--- src/rtl/adder_amba_pkg.sv ---
// Shared register map, AXI response codes and FSM encodings
// for the adder AXI4-Lite master sequencer.
package adder_amba_pkg;

  localparam logic [7:0] ADDR_R0   = 8'h00;
  localparam logic [7:0] ADDR_R1   = 8'h04;
  localparam logic [7:0] ADDR_R2   = 8'h08;
  localparam logic [7:0] ADDR_CTRL = 8'h0C;
  localparam logic [7:0] ADDR_LEDS = 8'h10;

  localparam int CTRL_START_BIT = 0;
  localparam int CTRL_OP_BIT    = 1;
  localparam int STAT_DONE_BIT  = 31;

  localparam logic [1:0] RESP_OKAY   = 2'b00;
  localparam logic [1:0] RESP_SLVERR = 2'b10;
  localparam logic [1:0] RESP_DECERR = 2'b11;

  typedef enum logic [2:0] {
    ST_IDLE,
    ST_WR_R0,
    ST_WR_R1,
    ST_WR_CTRL,
    ST_POLL,
    ST_RD_R2,
    ST_RESP
  } step_e;

  typedef enum logic [2:0] {
    S_IDLE,
    S_W_ADDR,
    S_W_RESP,
    S_R_ADDR,
    S_R_DATA,
    S_RESP
  } state_e;

  function automatic logic [31:0] ctrl_word(input logic op);
    logic [31:0] w;
    w = '0;
    w[CTRL_START_BIT] = 1'b1;
    w[CTRL_OP_BIT]    = op;
    return w;
  endfunction

endpackage

--- src/rtl/adder_axil_master_if.sv ---
// AXI4-Lite bus bundle with master and slave views.
interface adder_axil_master_if #(
  parameter int AW = 5,
  parameter int DW = 32
);
  logic [AW-1:0]   awaddr;
  logic [2:0]      awprot;
  logic            awvalid;
  logic            awready;
  logic [DW-1:0]   wdata;
  logic [DW/8-1:0] wstrb;
  logic            wvalid;
  logic            wready;
  logic [1:0]      bresp;
  logic            bvalid;
  logic            bready;
  logic [AW-1:0]   araddr;
  logic [2:0]      arprot;
  logic            arvalid;
  logic            arready;
  logic [DW-1:0]   rdata;
  logic [1:0]      rresp;
  logic            rvalid;
  logic            rready;

  modport master (
    output awaddr, awprot, awvalid,
    output wdata, wstrb, wvalid,
    output bready,
    output araddr, arprot, arvalid,
    output rready,
    input  awready, wready,
    input  bresp, bvalid,
    input  arready,
    input  rdata, rresp, rvalid
  );

  modport slave (
    input  awaddr, awprot, awvalid,
    input  wdata, wstrb, wvalid,
    input  bready,
    input  araddr, arprot, arvalid,
    input  rready,
    output awready, wready,
    output bresp, bvalid,
    output arready,
    output rdata, rresp, rvalid
  );
endinterface

--- src/rtl/axil_single_xfer.sv ---
// Runs one AXI4-Lite read or write; done is combinational so
// the sequencer can chain the next transfer with no idle gap.
module axil_single_xfer
  import adder_amba_pkg::*;
#(
  parameter int AW = 5,
  parameter int DW = 32
) (
  input  logic          clk,
  input  logic          rst,
  input  logic          start,
  input  logic          is_write,
  input  logic [AW-1:0] addr,
  input  logic [DW-1:0] wdata,
  output logic          done,
  output logic [DW-1:0] rdata,
  output logic [1:0]    resp,
  adder_axil_master_if.master m
);

  state_e        state_q, state_d;
  logic          awv_q, awv_d;
  logic          wv_q, wv_d;
  logic [AW-1:0] addr_q, addr_d;
  logic [DW-1:0] wdata_q, wdata_d;

  always_ff @(posedge clk) begin
    if (rst) begin
      state_q <= S_IDLE;
      awv_q   <= 1'b0;
      wv_q    <= 1'b0;
      addr_q  <= '0;
      wdata_q <= '0;
    end else begin
      state_q <= state_d;
      awv_q   <= awv_d;
      wv_q    <= wv_d;
      addr_q  <= addr_d;
      wdata_q <= wdata_d;
    end
  end

  always_comb begin
    state_d = state_q;
    awv_d   = awv_q;
    wv_d    = wv_q;
    addr_d  = addr_q;
    wdata_d = wdata_q;
    unique case (state_q)
      S_W_ADDR: begin
        // AW and W retire independently, in any order
        if (m.awready) awv_d = 1'b0;
        if (m.wready)  wv_d  = 1'b0;
        if (!awv_d && !wv_d) state_d = S_W_RESP;
      end
      S_W_RESP: if (m.bvalid)  state_d = S_IDLE;
      S_R_ADDR: if (m.arready) state_d = S_R_DATA;
      S_R_DATA: if (m.rvalid)  state_d = S_IDLE;
      default: ;
    endcase
    if (start) begin
      addr_d  = addr;
      wdata_d = wdata;
      if (is_write) begin
        state_d = S_W_ADDR;
        awv_d   = 1'b1;
        wv_d    = 1'b1;
      end else begin
        state_d = S_R_ADDR;
      end
    end
  end

  assign done = (state_q == S_W_RESP && m.bvalid) ||
                (state_q == S_R_DATA && m.rvalid);
  assign rdata = m.rdata;
  assign resp  = (state_q == S_W_RESP) ? m.bresp : m.rresp;

  assign m.awaddr  = addr_q;
  assign m.awprot  = 3'b000;
  assign m.awvalid = awv_q;
  assign m.wdata   = wdata_q;
  assign m.wstrb   = '1;
  assign m.wvalid  = wv_q;
  assign m.bready  = (state_q == S_W_RESP);
  assign m.araddr  = addr_q;
  assign m.arprot  = 3'b000;
  assign m.arvalid = (state_q == S_R_ADDR);
  assign m.rready  = (state_q == S_R_DATA);

endmodule

--- src/rtl/adder_axil_master.sv ---
// Request/response sequencer that drives adder_amba_top through
// write r0, write r1, start, poll status, read r2.
module adder_axil_master
  import adder_amba_pkg::*;
#(
  parameter int C_M_AXI_DATA_WIDTH = 32,
  parameter int C_M_AXI_ADDR_WIDTH = 5,
  parameter int POLL_MAX           = 16
) (
  input  logic        M_AXI_ACLK,
  input  logic        M_AXI_ARESET,
  input  logic        i_valid,
  output logic        i_ready,
  input  logic [31:0] i_a,
  input  logic [31:0] i_b,
  input  logic        i_op,
  output logic        o_valid,
  input  logic        o_ready,
  output logic [31:0] o_result,
  output logic        o_err,
  adder_axil_master_if.master m_axi
);

  localparam int AW = C_M_AXI_ADDR_WIDTH;
  localparam int DW = C_M_AXI_DATA_WIDTH;

  step_e         step_q, step_d;
  logic [DW-1:0] b_q, b_d;
  logic          op_q, op_d;
  logic [15:0]   poll_q, poll_d;
  logic [DW-1:0] res_q, res_d;
  logic          err_q, err_d;

  logic          x_start, x_wr, x_done, fail;
  logic [AW-1:0] x_addr;
  logic [DW-1:0] x_wdata, x_rdata;
  logic [1:0]    x_resp;

  axil_single_xfer #(.AW(AW), .DW(DW)) u_xfer (
    .clk      (M_AXI_ACLK),
    .rst      (M_AXI_ARESET),
    .start    (x_start),
    .is_write (x_wr),
    .addr     (x_addr),
    .wdata    (x_wdata),
    .done     (x_done),
    .rdata    (x_rdata),
    .resp     (x_resp),
    .m        (m_axi)
  );

  always_ff @(posedge M_AXI_ACLK) begin
    if (M_AXI_ARESET) begin
      step_q <= ST_IDLE;
      b_q    <= '0;
      op_q   <= 1'b0;
      poll_q <= '0;
      res_q  <= '0;
      err_q  <= 1'b0;
    end else begin
      step_q <= step_d;
      b_q    <= b_d;
      op_q   <= op_d;
      poll_q <= poll_d;
      res_q  <= res_d;
      err_q  <= err_d;
    end
  end

  always_comb begin
    step_d  = step_q;
    b_d     = b_q;
    op_d    = op_q;
    poll_d  = poll_q;
    res_d   = res_q;
    err_d   = err_q;
    x_start = 1'b0;
    x_wr    = 1'b0;
    x_addr  = '0;
    x_wdata = '0;
    fail    = 1'b0;
    unique case (step_q)
      ST_IDLE: if (i_valid) begin
        // operand A lives in the transfer engine's data register
        b_d     = i_b;
        op_d    = i_op;
        poll_d  = '0;
        res_d   = '0;
        err_d   = 1'b0;
        x_start = 1'b1;
        x_wr    = 1'b1;
        x_addr  = AW'(ADDR_R0);
        x_wdata = i_a;
        step_d  = ST_WR_R0;
      end
      ST_WR_R0: if (x_done) begin
        if (x_resp != RESP_OKAY) fail = 1'b1;
        else begin
          x_start = 1'b1;
          x_wr    = 1'b1;
          x_addr  = AW'(ADDR_R1);
          x_wdata = b_q;
          step_d  = ST_WR_R1;
        end
      end
      ST_WR_R1: if (x_done) begin
        if (x_resp != RESP_OKAY) fail = 1'b1;
        else begin
          x_start = 1'b1;
          x_wr    = 1'b1;
          x_addr  = AW'(ADDR_CTRL);
          x_wdata = DW'(ctrl_word(op_q));
          step_d  = ST_WR_CTRL;
        end
      end
      ST_WR_CTRL: if (x_done) begin
        if (x_resp != RESP_OKAY) fail = 1'b1;
        else begin
          x_start = 1'b1;
          x_addr  = AW'(ADDR_CTRL);
          step_d  = ST_POLL;
        end
      end
      ST_POLL: if (x_done) begin
        poll_d = poll_q + 16'd1;
        if (x_resp != RESP_OKAY) fail = 1'b1;
        else if (x_rdata[STAT_DONE_BIT]) begin
          x_start = 1'b1;
          x_addr  = AW'(ADDR_R2);
          step_d  = ST_RD_R2;
        end else if (poll_d == 16'(POLL_MAX)) begin
          fail = 1'b1;
        end else begin
          x_start = 1'b1;
          x_addr  = AW'(ADDR_CTRL);
        end
      end
      ST_RD_R2: if (x_done) begin
        if (x_resp != RESP_OKAY) fail = 1'b1;
        else begin
          res_d  = x_rdata;
          step_d = ST_RESP;
        end
      end
      ST_RESP: if (o_ready) step_d = ST_IDLE;
      default: step_d = ST_IDLE;
    endcase
    if (fail) begin
      err_d  = 1'b1;
      res_d  = '0;
      step_d = ST_RESP;
    end
  end

  assign i_ready  = (step_q == ST_IDLE);
  assign o_valid  = (step_q == ST_RESP);
  assign o_result = res_q;
  assign o_err    = err_q;

endmodule

--- src/flat_wrapper.sv ---
// flat-port wrapper written by rule: the top's interface ports become plain ports
module adder_axil_master_flat import adder_amba_pkg::*;
#(
  parameter int C_M_AXI_DATA_WIDTH = 32,
  parameter int C_M_AXI_ADDR_WIDTH = 5,
  parameter int POLL_MAX           = 16
)
  (M_AXI_ACLK, M_AXI_ARESET, i_valid, i_ready, i_a, i_b, i_op, o_valid, o_ready, o_result, o_err, m_axi_awaddr, m_axi_awprot, m_axi_awvalid, m_axi_wdata, m_axi_wstrb, m_axi_wvalid, m_axi_bready, m_axi_araddr, m_axi_arprot, m_axi_arvalid, m_axi_rready, m_axi_awready, m_axi_wready, m_axi_bresp, m_axi_bvalid, m_axi_arready, m_axi_rdata, m_axi_rresp, m_axi_rvalid);
  adder_axil_master_if #(.AW(5), .DW(32)) m_axi_i ();
  input  logic M_AXI_ACLK;
  input  logic M_AXI_ARESET;
  input  logic i_valid;
  output logic i_ready;
  input  logic [31:0] i_a;
  input  logic [31:0] i_b;
  input  logic i_op;
  output logic o_valid;
  input  logic o_ready;
  output logic [31:0] o_result;
  output logic o_err;
  output wire logic [$bits(m_axi_i.awaddr)-1:0] m_axi_awaddr;
  output wire logic [$bits(m_axi_i.awprot)-1:0] m_axi_awprot;
  output wire logic [$bits(m_axi_i.awvalid)-1:0] m_axi_awvalid;
  output wire logic [$bits(m_axi_i.wdata)-1:0] m_axi_wdata;
  output wire logic [$bits(m_axi_i.wstrb)-1:0] m_axi_wstrb;
  output wire logic [$bits(m_axi_i.wvalid)-1:0] m_axi_wvalid;
  output wire logic [$bits(m_axi_i.bready)-1:0] m_axi_bready;
  output wire logic [$bits(m_axi_i.araddr)-1:0] m_axi_araddr;
  output wire logic [$bits(m_axi_i.arprot)-1:0] m_axi_arprot;
  output wire logic [$bits(m_axi_i.arvalid)-1:0] m_axi_arvalid;
  output wire logic [$bits(m_axi_i.rready)-1:0] m_axi_rready;
  input wire logic [$bits(m_axi_i.awready)-1:0] m_axi_awready;
  input wire logic [$bits(m_axi_i.wready)-1:0] m_axi_wready;
  input wire logic [$bits(m_axi_i.bresp)-1:0] m_axi_bresp;
  input wire logic [$bits(m_axi_i.bvalid)-1:0] m_axi_bvalid;
  input wire logic [$bits(m_axi_i.arready)-1:0] m_axi_arready;
  input wire logic [$bits(m_axi_i.rdata)-1:0] m_axi_rdata;
  input wire logic [$bits(m_axi_i.rresp)-1:0] m_axi_rresp;
  input wire logic [$bits(m_axi_i.rvalid)-1:0] m_axi_rvalid;
  assign m_axi_awaddr = m_axi_i.awaddr;
  assign m_axi_awprot = m_axi_i.awprot;
  assign m_axi_awvalid = m_axi_i.awvalid;
  assign m_axi_wdata = m_axi_i.wdata;
  assign m_axi_wstrb = m_axi_i.wstrb;
  assign m_axi_wvalid = m_axi_i.wvalid;
  assign m_axi_bready = m_axi_i.bready;
  assign m_axi_araddr = m_axi_i.araddr;
  assign m_axi_arprot = m_axi_i.arprot;
  assign m_axi_arvalid = m_axi_i.arvalid;
  assign m_axi_rready = m_axi_i.rready;
  assign m_axi_i.awready = m_axi_awready;
  assign m_axi_i.wready = m_axi_wready;
  assign m_axi_i.bresp = m_axi_bresp;
  assign m_axi_i.bvalid = m_axi_bvalid;
  assign m_axi_i.arready = m_axi_arready;
  assign m_axi_i.rdata = m_axi_rdata;
  assign m_axi_i.rresp = m_axi_rresp;
  assign m_axi_i.rvalid = m_axi_rvalid;
  adder_axil_master #(.C_M_AXI_DATA_WIDTH(C_M_AXI_DATA_WIDTH), .C_M_AXI_ADDR_WIDTH(C_M_AXI_ADDR_WIDTH), .POLL_MAX(POLL_MAX)) u_core (.M_AXI_ACLK(M_AXI_ACLK), .M_AXI_ARESET(M_AXI_ARESET), .i_valid(i_valid), .i_ready(i_ready), .i_a(i_a), .i_b(i_b), .i_op(i_op), .o_valid(o_valid), .o_ready(o_ready), .o_result(o_result), .o_err(o_err), .m_axi(m_axi_i));
endmodule
--- config.mk ---
export PLATFORM = sky130hd
export DESIGN_NAME = adder_axil_master_flat
export DESIGN_NICKNAME = d
export VERILOG_FILES = /design/src/rtl/adder_amba_pkg.sv /design/src/rtl/adder_axil_master_if.sv /design/src/rtl/axil_single_xfer.sv /design/src/rtl/adder_axil_master.sv /design/src/flat_wrapper.sv
export SDC_FILE = /design/constraint.sdc
export NUM_CORES = 1
export LEC_CHECK = 0
export CAP_MARGIN = 15
export CORE_MARGIN = 2
export CORE_UTILIZATION = 41
export CTS_BUF_LIST = sky130_fd_sc_hd__clkbuf_16
export CTS_CLUSTER_SIZE = 28
export DETAILED_ROUTE_END_ITERATION = 8
export PLACE_DENSITY = 0.82
export SLEW_MARGIN = 20
export SYNTH_ARGS = -nofsm -noshare
export SYNTH_HDL_FRONTEND = slang
export SYNTH_SLANG_ARGS = --single-unit
--- constraint.sdc ---
create_clock -name M_AXI_ACLK -period 2.6 [get_ports M_AXI_ACLK]
set_input_delay 0.39 -clock M_AXI_ACLK [delete_from_list [all_inputs] [get_ports M_AXI_ACLK]]
set_output_delay 0.39 -clock M_AXI_ACLK [all_outputs]
set_load 0.01 [all_outputs]
# Yosys cells after proc, flatten, opt, wreduce, memory -nomap -nowiden
# Index checks and enable logic that the tools add are counted.
# Widths: inputs -> output; s select.
word_totals:
  register_bits: 127
  in_bits: 110
  out_inout_bits: 92
  word_cells: 153
classes:
  mux: 74
  n_eq_ne: 41
  addsub: 1
  reduce_logical: 25
op_table:
  columns: ["cell", "n"]
  rows:
  - ["$mux 32", 7]
  - ["$pmux 32 s3", 1]
  - ["$pmux 32 s2", 1]
  - ["$mux 3", 20]
  - ["$ne 3x2->1 const B", 12]
  - ["$mux 16", 2]
  - ["$pmux 16 s2", 1]
  - ["$mux 1", 26]
  - ["$reduce_and 13->1", 2]
  - ["$ne 2x2->1 const B", 12]
  - ["$pmux 3 s7", 1]
  - ["$mux 5", 4]
  - ["$add 16x1->16 const B", 1]
  - ["$eq 16x5->1 const B", 1]
  - ["$pmux 5 s3", 1]
  - ["$eq 3x2->1 const B", 4]
  - ["$eq 3x3->1 const B", 4]
  - ["$mux 4", 3]
  - ["$ne 3x1->1 const B", 4]
  - ["$pmux 3 s4", 1]
  - ["$reduce_bool 2->1", 5]
  - ["$eq 3x1->1 const B", 2]
  - ["$mux 2", 3]
  - ["$reduce_or 2->1", 3]
  - ["other kinds (15)", 20]

# Longest topological paths before layout
logic_depth:
  word_depth: 9
  mapped_depth: 10
  depth_no_buf: 8

# By module
# Synthesis repeated with hierarchy kept, for this count alone.
unflattened:
  cells_unflattened: 773
  area_unflattened_um2: 6383.6
modules_own_cells:
  columns: ["mod", "cells_per_inst", "instances", "area_per_inst_um2", "seq_area_each_um2"]
  rows:
  - ["adder_axil_master", 565, 1, 4395.5, 1701.6]
  - ["axil_single_xfer", 208, 1, 1988.2, 840.8]

# Worst setup path after synthesis
# Ideal clock, no wire load.
synth_path:
  path_kind: "register to register"
  startpoint: "reg u_core.u_xfer.state_q[0]"
  endpoint: "reg u_core.u_xfer.wdata_q[18], in the netlist u_core.u_xfer.m.wdata[18]"
  t_required_ns: 2.530
  path_slack_ns: 0.324
  setup_time_ns: 0.070
  arrival_ns: 2.206
  path_stages_with_launch: 11
  path_buffers: 3
  synth_period_minus_slack_ns: 2.276
  cell_sequence: "dfxtp_1 -> buf_2 -> nor3b_2 -> mux2i_1 -> and2b_1 -> mux2i_1 -> nor2_2 -> a211oi_2 -> buf_4 -> buf_6 -> o2bb2ai_1"
synth_between:
  elab_chain_len: 6
  elab_cells_between_ends: 15
  classes_between: "eq/ne (2); mux (9); reduce/logical (4)"
synth_rtl:
  columns: ["item", "line", "source"]
  rows:
  - ["start: declaration", "axil_single_xfer.sv:21", "state_e state_q, state_d;"]
  - ["start signal: assignment", "axil_single_xfer.sv:35", "state_q <= state_d;"]
  - ["$eq 3x2->1 *", null, null]
  - ["net m_axi_bready", "flat_wrapper.sv:27", "output wire logic [$bits(m_axi_i.bready)-1:0] m_axi_bready;"]
  - ["$mux 2", "axil_single_xfer.sv:77", "assign resp = (state_q == S_W_RESP) ? m.bresp : m.rresp;"]
  - ["$reduce_bool 2->1", null, null]
  - ["$mux 32 (tied with other cells)", "adder_axil_master.sv:97", "if (x_resp != RESP_OKAY) fail = 1'b1;"]
  - ["$mux 32 (tied with other cells)", "adder_axil_master.sv:96", "ST_WR_R0: if (x_done) begin"]
  - ["$pmux 32 s3 / $pmux 1 s3 (equally long branches)", "adder_axil_master.sv:82", "unique case (step_q)"]
  - ["end signal: assignment", "axil_single_xfer.sv:39", "wdata_q <= wdata_d;"]
  - ["end: declaration", "axil_single_xfer.sv:25", "logic [DW-1:0] wdata_q, wdata_d;"]
# The timed path passes the listed nets; every way through them passes the cells marked *.
# A chain may end at the register's enable or synchronous reset.

# Worst setup path in the final report
layout_path:
  startpoint: "reg u_core.step_q[1]"
  endpoint: "out o_valid"
layout_between:
  elab_chain_len: 1
layout_rtl:
  columns: ["item", "line", "source"]
  rows:
  - ["start: declaration", "adder_axil_master.sv:27", "step_e step_q, step_d;"]
  - ["start signal: assignment", "adder_axil_master.sv:61", "step_q <= step_d;"]
  - ["$eq 3x3->1", "adder_axil_master.sv:156", "assign o_valid = (step_q == ST_RESP);"]
  - ["end: declaration", "flat_wrapper.sv:17", "output logic o_valid;"]
# Every way passes these cells.

==> results.ini <==
[timing]
fmax_mhz = 405
finClkSkew_ns = 0.00923
timing.final.crit_share = 0.949
max_slew_margin = 0.598
worst_pin_slew_ns = 0.601
setup_viol_count_final = 0
timing.final.max_slew_violations = 0
rsz0062_at_grt = no
fin_tns_setup_ns = 0
fin_crit_ns = 2.47
finalHoldViolations = 0
hold_ws_ns = 0.417

[drt]
drc = 0
via_count_of_the_routed_design = 5495
vias_per_cell = 5.30
detail_route.first_pass.iterations = 5
antenna_violating_nets_post_route = 0
drt_iter0_markers = 356
drt_wl_total_microns = 16200
drt-wirelength-per-cell_microns = 15.6

[worst_setup_path]
setup.worst_path.start = u_core.step_q[1]
required_ns = 2.21
cp_data_arrival_time_ns = 2.08
crit-reg2reg-launch = u_core.poll_q[6]
crit_type = reg -> out
worst_r2r_endpoint = u_core.u_xfer.m.wdata[20]
critPathLaunchType = register
worstSetupEndpointType = output port
crit_end = o_valid
timing.critical_path.fanout_max = 13
ff2ff_path_depth = 8
rrSetupSlack_ns = 0.16

[synth]
ys_warn_count = 0
yosysSeqAreaShare = 0.434
syn_area_sq_um = 5720
average_cell_area_after_synthesis_sq_um = 8.59
dominant_cells_by_area_after_synthesis = dfxtp_1, a21oi_1, nand2_1
edff_count_synth = 0
netlist-cell-type-count = 57
synth_largest_type_area_fraction = 0.434
yosys_most_used_dff = dfxtp_1
yosys.area.top_type = dfxtp_1
number_of_instances_in_the_synthesized_netlist = 666
seq_cells_post_synth = 124
async_flop_share = 0

[cells_and_area]
diodes = 0
multi_input_logic_area_sq_um = 2910
stdcell_count = 1036
final_net_count = 958
layout.area.seq_sq_um = 2490
area_growth_pct = 46.7
proportion_of_layout_cells_with_a_drive_suffix_above_1 = 0.132
layout_filler_cell_count = 1180

[placed_design]
place.port_buffers = 185
place_hpwl_microns = 11300
gp_routability_congestion = 0.867
dpl.cell_count = 1005

[grt]
wire_length_of_the_first_global_routing_pass_microns = 25800
first_global_vias = 5185
gr-usage-all-layers = 0.219
grt_antenna_before_repair = 0
grt_overflow_total = 0
grt_start_max_net_pins = 43

[clock_network]
cts_max_level = 4
numCtsBuffers = 17
ctsLongestPathBuffers = 2
cts_root_buf = clkbuf_16
insertion_delay_ns = 0.41
tritoncts = yes
path_clk_slew_ns = 0.05
clock-sinks = 124

[power]
power_leakage_nw = 3.22
ir_drop_uv = 402
power_density_nw_per_um2 = 591

[run_status]
run_status = finished, final reports clean

[floorplan]
design.portCount = 202
initial_core_util = 0.415
die_width_microns = 122
core.rowCount = 43
floorplan.core_area_sq_um = 13800
dieArea_sq_um = 14900
die_height_microns = 122

[worst_hold_path]
min-delay-path-class = in -> reg

[run]
maxCapViolations = 0

where the power goes:
part,switching [W],internal [W]
Combinational,0.000359,0.000386
Sequential,0.0000563,0.00199
Clock,0.000799,0.00137
critical path: stages (launching register included):
cell and delay [ns]:
dfxtp_1 0.57, nor2b_1 0.35, and2_1 0.17, clkdlybuf4s50_1 0.57
metrics by stage:
step	utilization	total power [W]	setup slack (ns)	cell area (sq um)
after floorplan	-	0.00244	0.324	5770
after global placement	0.566	0.00282	0.140	7800
after detailed placement	0.566	0.00283	0.0206	7800
after CTS	0.606	0.00500	0.0147	8340
after global routing	0.609	0.00517	0.00341	8390
final	0.609	0.00496	0.134	8390
area by class of cell:
type,count,area share
Sequential cell,124,0.297
Timing Repair Buffer,220,0.262
Clock buffer,17,0.0507
Tap cell,180,0.0268
Inverter,7,0.00313
Multi-Input combinational cell,476,0.347
Clock inverter,12,0.0131
sequential cells by signal, indices dropped and copies added, names as in the netlist:
register,cells
u_core.u_xfer.m.wvalid,1
u_core.poll_q,16
u_core.u_xfer.state_q,3
u_core.o_result,32
u_core.step_q,3
u_core.op_q,1
u_core.b_q,32
u_core.u_xfer.m.wdata,32
u_core.u_xfer.m.araddr,2
u_core.u_xfer.m.awvalid,1
u_core.o_err,1
layer usage:
| layer | routed length, microns | up-vias | track usage |
|---|---|---|---|
| met5 | 0 | - | 0 |
| met4 | 245 | 0 | 0.0675 |
| met3 | 1150 | 21 | 0.0707 |
| met2 | 7650 | 196 | 0.348 |
| met1 | 7150 | 2566 | 0.282 |
| li1 | - | 2712 | - |
placed cells by master (no fill, tap or decap), types with 3 or more instances in the layout:
| cell type | n |
|---|---|
| a21o_1 | 4 |
| a21oi_1 | 93 |
| a22oi_1 | 34 |
| a31oi_1 | 3 |
| and2_1 | 3 |
| and3_1 | 38 |
| buf_12 | 7 |
| buf_4 | 27 |
| clkbuf_16 | 17 |
| clkdlybuf4s50_1 | 184 |
| clkinv_1 | 4 |
| clkinv_2 | 3 |
| conb_1 | 16 |
| dfxtp_1 | 118 |
| dfxtp_2 | 6 |
| inv_1 | 8 |
| mux2i_1 | 3 |
| nand2_1 | 86 |
| nand3_1 | 13 |
| nand3b_1 | 6 |
| nand4_1 | 3 |
| nand4b_1 | 3 |
| nor2_1 | 28 |
| nor2b_1 | 3 |
| nor3_1 | 11 |
| nor3_2 | 33 |
| nor3b_1 | 4 |
| o21ai_0 | 17 |
| o22ai_1 | 4 |
| o2bb2ai_1 | 28 |
| xnor2_1 | 6 |
logic make-up (layout without fill, tap and decap cells):
| group | after synthesis | in the layout | synth area share |
|---|---|---|---|
| buf+inv | 80 | 256 | 0.0729 |
| xor+xnor | 7 | 7 | 0.0107 |
| simple gates | 249 | 249 | 0.249 |
| flops | 124 | 124 | 0.434 |
| other cells | 2 | 16 | 0.00131 |
| fa+ha+maj | 2 | 2 | 0.00438 |
| mux | 3 | 3 | 0.00525 |
| compound gates | 199 | 199 | 0.222 |
cells in the mapped netlist, types with 14 or more instances:
library cell / instances
dfxtp_1: 124
a21oi_1: 94
nand2_1: 86
and3_1: 38
clkbuf_1: 38
a22oi_1: 34
nor3_2: 31
nor2_1: 28
o2bb2ai_1: 28
buf_4: 19
o21ai_0: 17
nand3_1: 14
worst min-delay path by stage:
stage | start | endpoint | slack, ns | cells after the start
3_5_place_dp | u_core.b_q[7] | u_core.b_q[7] | 0.45 | 2
2_1_floorplan | u_core.b_q[10] | u_core.b_q[10] | 0.44 | 2
3_3_place_gp | u_core.b_q[16] | u_core.b_q[16] | 0.44 | 2
5_1_grt | M_AXI_ARESET | u_core.b_q[15] | 0.42 | 2
4_1_cts | M_AXI_ARESET | u_core.b_q[9] | 0.40 | 2
6_report | M_AXI_ARESET | u_core.b_q[15] | 0.42 | 2
repair_timing:
item | CTS | global route
resized for setup | 1 | 11
pin swaps | 1 | 3
setup endpoints to repair | 6 | 56
buffers inserted | 0 | 2
endpoints found under the hold margin | 0 | 0
hold buffers | 0 | 0
No activity file was read; power rests on OpenSTA's default activity.
==> patch (config.mk and constraints unchanged) <==
The 6 states of `state_e` get a one-hot encoding in 6 bits.
--- a/src/rtl/adder_amba_pkg.sv
+++ b/src/rtl/adder_amba_pkg.sv
@@ -28,9 +28,9 @@
 
-  typedef enum logic [2:0] {
-    S_IDLE,
-    S_W_ADDR,
-    S_W_RESP,
-    S_R_ADDR,
-    S_R_DATA,
-    S_RESP
+  typedef enum logic [5:0] {
+    S_IDLE   = 6'b000001,
+    S_W_ADDR = 6'b000010,
+    S_W_RESP = 6'b000100,
+    S_R_ADDR = 6'b001000,
+    S_R_DATA = 6'b010000,
+    S_RESP   = 6'b100000
   } state_e;
Check against the original RTL: no difference found for any inputs over 4 cycles, from zero or initial values and one cycle with M_AXI_ARESET high; so few cycles prove little.
==> patch against the unedited design <==
- sequential cell count grew 2
- routed wire length grew 6.6%
- total power up 2.5%
- largest cell class unchanged
- worst setup slack worse by 18 ps
- first-iteration DRC count increased by 26%
- sequential power is essentially flat
- critical path type is now reg -> reg
- clock power grew 12%
- final area up 0.83%
- critical path depth is 8 higher
- final cell count is 1.3% higher
- global-route usage rose by 0.82 points
- synthesized area stayed put
==> patch: results <==
group,metric,value,unit
run_status,status,"completed",
timing,finalClockSkew,9.78,ps
timing,maxSlewHeadroom,0.403,
synth,yosys-top-cells-area,"dfxtp_1 (44%), a21oi_1 (7.8%), nand2_1 (7.2%)",
synth,synth.distinct_cells,63,
clock_network,clk_path_buf_depth,2,
cells_and_area,drive_gt1_frac,0.116,
routing,wire_per_inst,16.5,um
routing,drt_iter0_drc,450,
cells_and_area,nFillCells,1124,
worst_hold_path,min_from,"M_AXI_ARESET",
placed_design,routabilityCongestion,0.853,
clock_network,clk_latency,410,ps
cells_and_area,layout.nets,968,
worst_hold_path,hp-class,"in -> reg",
global_route,grt_max_degree,37,
synth,synth_warnings,0,
cells_and_area,n_antenna_cell,0,
routing,via_count,5682,
power_and_ir_drop,static-leakage-power,3.03,nW
global_route,grtUsageTotal,0.227,
global_route,antenna_found_initial,0,
clock_network,h-tree-depth,4,
clock_network,clockRootBuffer,"clkbuf_16",
global_route,use_met2,0.378,
synth,async_flop_share,0,
timing,min_period,2480,ps
synth,synth-seq-area-share,0.441,
routing,drt_first_pass_iters,5,
placed_design,place_ws,41.8,ps
placed_design,dp_hpwl,11600,um
global_route,met3_usage,0.0618,
clock_network,clk_pin_slew,60,ps
global_route,use_met1,0.282,
synth,synthTopCellsByCount,"dfxtp_1 (126), nand2_1 (110), a21oi_1 (89)",
placed_design,portBuffers,185,
critical_path,path_max_fanout,16,
critical_path,crit_path_start,"u_core.poll_q[0]",
power_and_ir_drop,ir_worst_vdd,0.000448,V
global_route,grt_pass1_wl,26800,um
global_route,grt_pass1_vias,5339,
clock_network,cts_buffers,17,
critical_path,r2r_setup_slack,120,ps
patch: cell count changes after synthesis, sizes merged, moves of 24 or more:
cell   unedited run  this run
and3             38         7
nand2            86       110
nand3            14        45
nor3             44         8
patch: cell families after synthesis:
logic type               count (synthesis)  share of synthesized area
AND/OR/NAND/NOR                        247                      0.213
AO/OA/AOI/OAI                          205                      0.255
flip-flops                             126                      0.441
buffers and inverters                   80                     0.0724
XOR/XNOR                                 7                     0.0107
adder cells (fa/ha/maj)                  2                    0.00438
other                                    2                    0.00131
multiplexers                             1                    0.00175
patch: path summary, 6_finish.rpt:
path         depth (start not counted)                  endpoint
max reg2reg                         11  u_core.u_xfer.m.wdata[6]
min reg2reg                          2       u_core.o_result[30]
max                                 11  u_core.u_xfer.m.wdata[6]
min                                  2  u_core.u_xfer.state_q[1]
patch: layer usage:
metal,routed length [um],up-vias
met3,1530,26
li1,-,2754
met4,325,0
met2,8200,261
met1,7220,2641
met5,0,-
patch: timing repair:
action,4_1_cts,5_1_grt
gates resized for setup,0,1
buffers inserted,0,1
hold buffers,0,0
setup endpoints to repair,0,40
patch: metrics by stage:
step / hold WS [ps] / setup TNS (ps) / utilization / instance area, sq um / instances
after floorplan: 436 / 0 / - / 5770 / 684
after global placement: 437 / 0 / 0.567 / 7800 / 1015
after detailed placement: 443 / 0 / 0.567 / 7800 / 1015
after CTS: 271 / 0 / 0.611 / 8410 / 1047
after global routing: 299 / -0.858 / 0.614 / 8460 / 1049
final: 296 / 0 / 0.614 / 8460 / 1049
patch: cell type report:
type | count | area (sq um) | area share
multi-input cells | 478 | 2850 | 0.336
flip-flops and latches | 126 | 2520 | 0.298
repair buffers | 225 | 2230 | 0.263
clock buffers | 17 | 425 | 0.0503
well taps | 180 | 225 | 0.0266
clock inverters | 15 | 184 | 0.0217
inverters | 8 | 30.0 | 0.00355
patch: worst max-delay path, stage by stage, from the launching register on:
cell	delay (ps)
dfxtp_1	310
ha_1	260
buf_4	160
nor3b_1	180
a31oi_1	70
nor4b_2	320
and3_1	270
a41oi_4	170
nor3_4	230
buf_12	140
clkbuf_16	180
o2bb2ai_1	120
patch: power breakdown:
group	internal [W]	leakage, nW	switching, W
combinational	0.000320	1.71	0.000281
sequential	0.00200	1.03	0.0000461
clock	0.00152	0.291	0.000916
